**src/rtl/dds_pkg.sv**
```systemverilog
// Shared types and constants for the DDS waveform generator.
package dds_pkg;

    typedef enum logic [1:0] {
        SINE     = 2'd0,
        SQUARE   = 2'd1,
        TRIANGLE = 2'd2,
        SAW      = 2'd3
    } wave_e;

    typedef enum logic {
        IDLE = 1'b0,
        RUN  = 1'b1
    } state_e;

    localparam int unsigned PIPE_LAT = 3;

endpackage

```
**src/rtl/dds_wave_gen_if.sv**
```systemverilog
// Configuration handshake and DAC data bus of the DDS generator.
interface dds_wave_gen_if #(
    parameter int unsigned DW   = 8,
    parameter int unsigned PW   = 24,
    parameter int unsigned AMPW = 8
);
    logic            en;
    logic            cfg_valid;
    logic            cfg_ready;
    logic [1:0]      cfg_wave;
    logic [PW-1:0]   cfg_ftw;
    logic [PW-1:0]   cfg_phase;
    logic [PW-1:0]   cfg_duty;
    logic [AMPW-1:0] cfg_amp;
    logic [DW-1:0]   data_out;
    logic            data_valid;
    logic            sync;
    logic            da_clk;

    modport master (
        output en, cfg_valid, cfg_wave, cfg_ftw, cfg_phase, cfg_duty, cfg_amp,
        input  cfg_ready, data_out, data_valid, sync, da_clk
    );

    modport slave (
        input  en, cfg_valid, cfg_wave, cfg_ftw, cfg_phase, cfg_duty, cfg_amp,
        output cfg_ready, data_out, data_valid, sync, da_clk
    );
endinterface

```
**src/rtl/sine_qrom.sv**
```systemverilog
// Quarter-wave sine ROM, contents computed at elaboration, one-cycle registered read.
module sine_qrom #(
    parameter int unsigned DW     = 8,
    parameter int unsigned LUT_AW = 8
) (
    input  logic              clk,
    input  logic [LUT_AW-1:0] addr,
    output logic [DW-2:0]     q
);
    localparam int unsigned DEPTH = 2 ** LUT_AW;
    localparam real         PI    = 3.14159265358979323846;
    localparam real         AMP   = real'(2 ** (DW - 1) - 1);

    logic [DW-2:0] rom [DEPTH];

    // Sample at bin centres so the table never hits exactly 0 or the peak twice.
    for (genvar i = 0; i < DEPTH; i++) begin : g_rom
        localparam real ANG = PI / 2.0 * (real'(i) + 0.5) / real'(DEPTH);
        localparam int  VAL = $rtoi(AMP * $sin(ANG) + 0.5);
        assign rom[i] = VAL[DW-2:0];
    end

    always_ff @(posedge clk) begin
        q <= rom[addr];
    end
endmodule

```
**src/rtl/dds_wave_gen.sv**
```systemverilog
// Phase-accumulator DDS: sine/square/triangle/saw with shadowed config applied at wrap.
module dds_wave_gen
    import dds_pkg::*;
#(
    parameter int unsigned DW     = 8,
    parameter int unsigned PW     = 24,
    parameter int unsigned LUT_AW = 8,
    parameter int unsigned AMPW   = 8
) (
    input  logic          clk,
    input  logic          rst_n,
    dds_wave_gen_if.slave bus
);
    localparam int unsigned   MW       = DW + AMPW + 1;
    localparam logic [PW-1:0] DUTY_RST = {1'b1, {(PW-1){1'b0}}};
    localparam logic [DW-1:0] MID      = {1'b1, {(DW-1){1'b0}}};
    localparam logic [DW-1:0] MID_M1   = {1'b0, {(DW-1){1'b1}}};

    state_e state_q, state_d;
    logic   run;

    logic [PW-1:0]   acc_q;
    logic [PW:0]     acc_sum;
    logic            wrap, xfer, commit, pending_q, sync_q;

    wave_e           wave_q, sh_wave_q;
    logic [PW-1:0]   ftw_q, phase_q, duty_q, sh_ftw_q, sh_phase_q, sh_duty_q;
    logic [AMPW-1:0] amp_q, sh_amp_q;

    logic [PW-1:0]     ph_q;
    logic [DW:0]       tri_t;
    logic [DW-1:0]     raw_d, raw_q, sine_raw, sel_raw, out_q;
    logic [LUT_AW-1:0] rom_a, rom_addr;
    logic [DW-2:0]     rom_q;
    wave_e             wave1_q;
    logic              sign_q;
    logic [AMPW:0]     amp_p1;
    logic [MW-1:0]     prod;
    logic [PIPE_LAT-1:0] valid_q;

    // State machine
    always_ff @(posedge clk) begin
        if (!rst_n) state_q <= IDLE;
        else        state_q <= state_d;
    end

    always_comb begin
        state_d = state_q;
        unique case (state_q)
            IDLE: if (bus.en)  state_d = RUN;
            RUN:  if (!bus.en) state_d = IDLE;
        endcase
    end

    always_comb begin
        run = (state_q == RUN);
    end

    // Accumulator and config handshake
    assign acc_sum = {1'b0, acc_q} + {1'b0, ftw_q};
    assign wrap    = run & bus.en & acc_sum[PW];
    assign xfer    = bus.cfg_valid & ~pending_q;
    // Idle commits right away; running commits only at a wrap so a period is never torn.
    assign commit  = pending_q & (run ? wrap : 1'b1);

    always_ff @(posedge clk) begin
        if (!rst_n) begin
            acc_q      <= '0;
            sync_q     <= 1'b0;
            pending_q  <= 1'b0;
            wave_q     <= SINE;
            ftw_q      <= '0;
            phase_q    <= '0;
            duty_q     <= DUTY_RST;
            amp_q      <= '1;
            sh_wave_q  <= SINE;
            sh_ftw_q   <= '0;
            sh_phase_q <= '0;
            sh_duty_q  <= DUTY_RST;
            sh_amp_q   <= '1;
        end else begin
            acc_q  <= (run && bus.en) ? acc_sum[PW-1:0] : '0;
            sync_q <= wrap;
            if (xfer) begin
                pending_q  <= 1'b1;
                sh_wave_q  <= wave_e'(bus.cfg_wave);
                sh_ftw_q   <= bus.cfg_ftw;
                sh_phase_q <= bus.cfg_phase;
                sh_duty_q  <= bus.cfg_duty;
                sh_amp_q   <= bus.cfg_amp;
            end else if (commit) begin
                pending_q <= 1'b0;
                wave_q    <= sh_wave_q;
                ftw_q     <= sh_ftw_q;
                phase_q   <= sh_phase_q;
                duty_q    <= sh_duty_q;
                amp_q     <= sh_amp_q;
            end
        end
    end

    // S1: waveform shaping; sine goes through the synchronous ROM
    assign tri_t    = ph_q[PW-1 -: DW+1];
    assign rom_a    = ph_q[PW-3 -: LUT_AW];
    assign rom_addr = ph_q[PW-2] ? ~rom_a : rom_a;

    always_comb begin
        raw_d = ph_q[PW-1 -: DW];
        unique case (wave_q)
            SQUARE:   raw_d = (ph_q < duty_q) ? '0 : '1;
            TRIANGLE: raw_d = tri_t[DW] ? ~tri_t[DW-1:0] : tri_t[DW-1:0];
            default:  raw_d = ph_q[PW-1 -: DW];
        endcase
    end

    sine_qrom #(
        .DW     (DW),
        .LUT_AW (LUT_AW)
    ) u_rom (
        .clk  (clk),
        .addr (rom_addr),
        .q    (rom_q)
    );

    // S2: amplitude scaling
    assign sine_raw = sign_q ? (MID_M1 - {1'b0, rom_q}) : (MID + {1'b0, rom_q});
    assign sel_raw  = (wave1_q == SINE) ? sine_raw : raw_q;
    assign amp_p1   = {1'b0, amp_q} + {{AMPW{1'b0}}, 1'b1};
    assign prod     = MW'(sel_raw) * MW'(amp_p1);

    always_ff @(posedge clk) begin
        if (!rst_n) begin
            ph_q    <= '0;
            raw_q   <= '0;
            wave1_q <= SINE;
            sign_q  <= 1'b0;
            out_q   <= '0;
            valid_q <= '0;
        end else begin
            ph_q    <= acc_q + phase_q;
            raw_q   <= raw_d;
            wave1_q <= wave_q;
            sign_q  <= ph_q[PW-1];
            out_q   <= valid_q[1] ? DW'(prod >> AMPW) : '0;
            valid_q <= {valid_q[PIPE_LAT-2:0], run};
        end
    end

    assign bus.cfg_ready  = ~pending_q;
    assign bus.data_out   = out_q;
    assign bus.data_valid = valid_q[PIPE_LAT-1];
    assign bus.sync       = sync_q;
    assign bus.da_clk     = clk;
endmodule

```
**src/flat_wrapper.sv**
```systemverilog
// flat-port wrapper written by rule: the top's interface ports become plain ports
module dds_wave_gen_flat import dds_pkg::*;
#(
    parameter int unsigned DW     = 8,
    parameter int unsigned PW     = 24,
    parameter int unsigned LUT_AW = 8,
    parameter int unsigned AMPW   = 8
)
  (clk, rst_n, bus_en, bus_cfg_valid, bus_cfg_wave, bus_cfg_ftw, bus_cfg_phase, bus_cfg_duty, bus_cfg_amp, bus_cfg_ready, bus_data_out, bus_data_valid, bus_sync, bus_da_clk);
  dds_wave_gen_if #(.DW(DW), .PW(PW), .AMPW(AMPW)) bus_i ();
  input  logic clk;
  input  logic rst_n;
  input wire logic [$bits(bus_i.en)-1:0] bus_en;
  input wire logic [$bits(bus_i.cfg_valid)-1:0] bus_cfg_valid;
  input wire logic [$bits(bus_i.cfg_wave)-1:0] bus_cfg_wave;
  input wire logic [$bits(bus_i.cfg_ftw)-1:0] bus_cfg_ftw;
  input wire logic [$bits(bus_i.cfg_phase)-1:0] bus_cfg_phase;
  input wire logic [$bits(bus_i.cfg_duty)-1:0] bus_cfg_duty;
  input wire logic [$bits(bus_i.cfg_amp)-1:0] bus_cfg_amp;
  output wire logic [$bits(bus_i.cfg_ready)-1:0] bus_cfg_ready;
  output wire logic [$bits(bus_i.data_out)-1:0] bus_data_out;
  output wire logic [$bits(bus_i.data_valid)-1:0] bus_data_valid;
  output wire logic [$bits(bus_i.sync)-1:0] bus_sync;
  output wire logic [$bits(bus_i.da_clk)-1:0] bus_da_clk;
  assign bus_i.en = bus_en;
  assign bus_i.cfg_valid = bus_cfg_valid;
  assign bus_i.cfg_wave = bus_cfg_wave;
  assign bus_i.cfg_ftw = bus_cfg_ftw;
  assign bus_i.cfg_phase = bus_cfg_phase;
  assign bus_i.cfg_duty = bus_cfg_duty;
  assign bus_i.cfg_amp = bus_cfg_amp;
  assign bus_cfg_ready = bus_i.cfg_ready;
  assign bus_data_out = bus_i.data_out;
  assign bus_data_valid = bus_i.data_valid;
  assign bus_sync = bus_i.sync;
  assign bus_da_clk = bus_i.da_clk;
  dds_wave_gen #(.DW(DW), .PW(PW), .LUT_AW(LUT_AW), .AMPW(AMPW)) u_core (.clk(clk), .rst_n(rst_n), .bus(bus_i));
endmodule
```
**config.mk**
```make
export PLATFORM = sky130hd
export DESIGN_NAME = dds_wave_gen_flat
export DESIGN_NICKNAME = d
export VERILOG_FILES = /design/src/rtl/dds_pkg.sv /design/src/rtl/dds_wave_gen_if.sv /design/src/rtl/sine_qrom.sv /design/src/rtl/dds_wave_gen.sv /design/src/flat_wrapper.sv
export SDC_FILE = /design/constraint.sdc
export NUM_CORES = 1
export LEC_CHECK = 0
export CAP_MARGIN = 40
export CORE_ASPECT_RATIO = 0.7
export CORE_MARGIN = 2
export CORE_UTILIZATION = 40
export DETAILED_ROUTE_END_ITERATION = 16
export SLEW_MARGIN = 20
export SYNTH_ARGS = -nofsm -noshare
export SYNTH_HDL_FRONTEND = slang
export SYNTH_SLANG_ARGS = --single-unit
```
**constraint.sdc**
```tcl
create_clock -name clk -period 6.7 [get_ports clk]
set_input_delay 1.34 -clock clk [delete_from_list [all_inputs] [get_ports clk]]
set_output_delay 1.34 -clock clk [all_outputs]
set_load 0.01 [all_outputs]
```
Yosys cells after proc, flatten, opt, wreduce, memory -nomap -nowiden --
Memories as Yosys holds them, arrays and structs flattened. A register that Yosys moved wholly into a read port is not among the register bits. Cells that the tools add are included.
Operators by class: add/sub/neg operators 5, multiply operators 1, divide/modulo/power cells 0, $lt $le $gt $ge 1, eq/ne operators 2, shift-type cells 0, mux-type cells 10, bitwise logic cells 9, reduce and logical (&&, ||, !) cells 6
Operator list (count):
- 8-bit 2-to-1 mux | 5
- 24-bit by 24-bit adder with 25-bit output | 1
- 24-bit adder | 1
- 24-bit < comparator | 1
- 8-bit by 9-bit multiplier with 16-bit output | 1
- 8-bit inverter | 2
- 8-bit case mux with 2 select lines | 1
- 8-bit by 1-bit adder with 9-bit output (second input constant) | 1
- 8-bit inverter with 9-bit output | 1
- 8-bit by 7-bit adder with 8-bit output (first input constant) | 1
- 7-bit by 7-bit subtractor with 8-bit output (first input constant) | 1
- 2-bit AND reduction | 3
- 1-bit bitwise AND | 4
- 1-bit 2-to-1 mux | 4
- 2-bit by 1-bit equality test with 1-bit output (second input constant) | 1
- 2-bit equality test (second input constant) | 1
- 2-bit zero test | 1
- 1-bit inverter | 2
- 2-bit nonzero test | 1
- 1-bit logical AND | 1
Word-level totals: flip-flop bits (word level) 237, bits in latches 0, RAM bits 0, bits in read-only memories 1792, output and inout bits 12, word-level logic and storage cells 55, memories kept 1
Memories:
- (name not given) | depth 256, bits a word 7, read ports 1, clocked after memory_dff 1, wr ports 0, RTL line sine_qrom.sv:24 | q <= rom[addr];

Logic depth before layout (Yosys ltp) --
depth after elaboration 6, mapped depth 21

Modules after synthesis --
A second synthesis with hierarchy kept.
Unflattened totals: cell total of the unflattened synthesis 1819, area total of the unflattened synthesis 14697.8 µm²
Modules (own cells, without submodules):
- dds_wave_gen | times used 1, cells each 1594, area each 13162.6 µm², seq. area each 4744.6 µm²
- sine_qrom | times used 1, cells each 225, area each 1535.2 µm², seq. area each 140.1 µm²

==> reports/metrics.yaml <==
critical_path:
  crit_arrival_ps: 6280
  worst-r2r-setup-slack_ps: 950
  reg2reg_to: "u_core.bus.data_out[4]"
  cp-end-kind: "flop"
  critical_path.top_delay_family: "adder cells"
  crit_slowest_cell: "dfxtp_1"
  crit_required_ps: 7230
  rr_worst_depth: 18
  critPathMaxFanout: 11
  crit_buf_inv: 1
  rr_startpoint: "u_core.amp_q[0]"
  criticalPathCategory: "reg -> reg"
  start_kind: "flop"
  cp_common_cell: "fa_1"
  cp_cell_sequence: "ha_1, nand3_1, xor2_1, or2_2, fa_1, fa_1, inv_1, fa_1, fa_1, ha_1, or4_1, nor2_1, o41ai_4, a31oi_4, o21bai_1, a21oi_1, xor2_1, nor2_1"
  crit_path_max_incr_delay_ps: 610
synthesis:
  syn-cell-area_um2: 14390
  ys_warn_count: 0
  synth-compound-area-share: 0.1955
  synth_edf_count: 0
  yosys.area_share.simple: 0.1914
  ys_seq_area_frac: 0.3394
  synthArstFlopShare: 0
  synth-xor-area-share: 0.04981
  synth_fa_ha_area_frac: 0.1584
  yosysTopAreaCell: "dfxtp_1"
  synth_cell_types: 81
  syn_inst: 1754
  synth_top_area_share: 0.3394
  synth_top_family_by_area: "compound AO/OA/AOI/OAI gates"
  muxShareOfSynthArea: 0.01026
  synthFlopType: "dfxtp_1"
  synth_fp_nets: 1997
  yosys_register_bits: 244
  synth.avg_cell_area_um2: 8.206
  synth_area_leaders: "dfxtp_1, ha_1, nand2_1"
detailed_routing:
  drtIter0Drc: 930
  wl_met3_mm: 1.736
  drc: 0
  wl_per_cell_um: 16.24
  vias: 12250
  routed.top_layer: "met5"
  drt-pass1-iter-count: 5
  viasPerCell: 5.315
  antenna_left: 0
  wl_mm: 37.42
  met2_length_mm: 15.12
  m1WireLength_mm: 19.91
placement:
  dpl.hpwl_mm: 27.43
  dp_worst_setup_slack_ps: 1025
  io_buffer_count: 97
  place_congestion: 0.8899
  dpl-instance-area_um2: 15790
  placed_cells: 2250
finish:
  stdcell_count: 2304
  fillers: 3558
  final_nets: 2047
  seq_area_um2: 4885
  multiInputGateArea_um2: 8753
  drive_gt1_frac: 0.06743
  fin_area_um2: 16880
  final_core_util: 0.4727
  final_cell_mix: "nand2_1, dfxtp_1, a21oi_1"
  final_common_cell: "nand2_1"
  area_growth_pct: 17.27
  antenna_cells: 0
clocking:
  path_clk_slew_ps: 60
  tritoncts: "built"
  cts_setup_buffers: 0
  clkLatencyLatePin_ps: 650
  postCtsHoldBufs: 0
  cts_resized: 0
timing:
  tightest_slew_ps: 856.4
  final-setup-viol-count: 0
  setup-tns-final_ps: 0
  hold_viol: 0
  grt_setup_unrepaired: "no"
  min_period_over_period: 0.8579
  clock_skew_ps: 13.73
  fmax_mhz: 174.0
  min_period_ps: 5748
  holdWs_ps: 440.7
  slew_headroom: 0.4249
  maxSlewViolCount: 0
  final.setup.worst_slack_ps: 952.1
outcome:
  status: "finished clean"
power_and_ir_drop:
  peakVddDrop_uv: 209.0
  powerDensity_nw_per_um2: 217.1
  p_leak_nw: 7.067
  power_mw: 3.664
die:
  chipHeight_um: 162.7
  die_area_um2: 37540
  dieWidth_um: 230.7
  ios: 98
  core_area_um2: 35700
  initial_core_util: 0.4031
  rows: 58
min_path:
  hold_class: "reg -> reg"
  hold_depth: 1
  worstHoldStart: "u_core.valid_q[0]"
  hold_end: "u_core.valid_q[1]"
grt:
  grt.total_usage: 0.2049
  grt_pass1_vias: 11810
  grt_overflow: 0
  antenna_found_initial: 1
  grt_pass1_wl_mm: 62.73
  grt_max_degree: 80
job:
  cap_viol_max_count: 0
[cell families after synthesis]
kind of cell | count (synthesis)
and+or+nand+nor | 625
DFF | 244
muxes | 14
buffers and inverters | 197
xor gates and xnor gates | 81
AOI/OAI and AO/OA | 436
adders and majority gates | 157
[flip-flops by register name, indices dropped and copies added, names as in the netlist, 8 cells and up]
| signal | flops |
|---|---|
| u_core.acc_q | 24 |
| u_core.amp_q | 8 |
| u_core.ftw_q | 24 |
| u_core.phase_q | 24 |
| u_core.duty_q | 24 |
| u_core.sh_amp_q | 8 |
| u_core.sh_ftw_q | 24 |
| u_core.sh_phase_q | 24 |
| u_core.bus.data_out | 8 |
| u_core.ph_q | 24 |
| u_core.sh_duty_q | 24 |
| u_core.raw_q | 8 |
[Yosys cell counts, drive strengths merged, types with 32 or more instances]
master / number
fa: 42
nand2: 281
ha: 115
clkbuf: 69
inv: 92
nor2: 137
nand3: 104
xor2: 39
xnor2: 42
a21oi: 140
buf: 35
o31ai: 32
a21o: 34
o21ai: 112
dfxtp: 244
[final cells by class]
cell class,count,area share
clock buffer,40,0.05063
clock inverter,13,0.01186
inverter,93,0.02083
multi-input combinational,1313,0.5186
sequential,244,0.2894
tap,480,0.03558
timing repair buffer,121,0.07309
[power by group]
part	leakage [nW]	internal (mW)	switching, mW
Combinational	4.56	0.175	0.250
Clock	0.519	1.08	0.625
Sequential	1.98	1.50	0.0302
Total	7.07	2.76	0.905
[per-layer routing]
metal  up-vias  track usage
met1      5777       0.3175
met4         2      0.04252
li1       6161            -
met3        43      0.02976
met5         -            0
met2       263       0.2982
[worst max-delay path by stage]
stage / start / to / depth (start not counted)
floorplan: u_core.wave1_q[1] / u_core.bus.data_out[4] / 20
global placement: u_core.amp_q[0] / u_core.bus.data_out[4] / 18
detailed placement: u_core.amp_q[0] / u_core.bus.data_out[4] / 18
CTS: u_core.amp_q[0] / u_core.bus.data_out[4] / 18
global route: u_core.amp_q[0] / u_core.bus.data_out[4] / 18
finish: u_core.amp_q[0] / u_core.bus.data_out[4] / 18
Power figures use the tool's default switching activity.
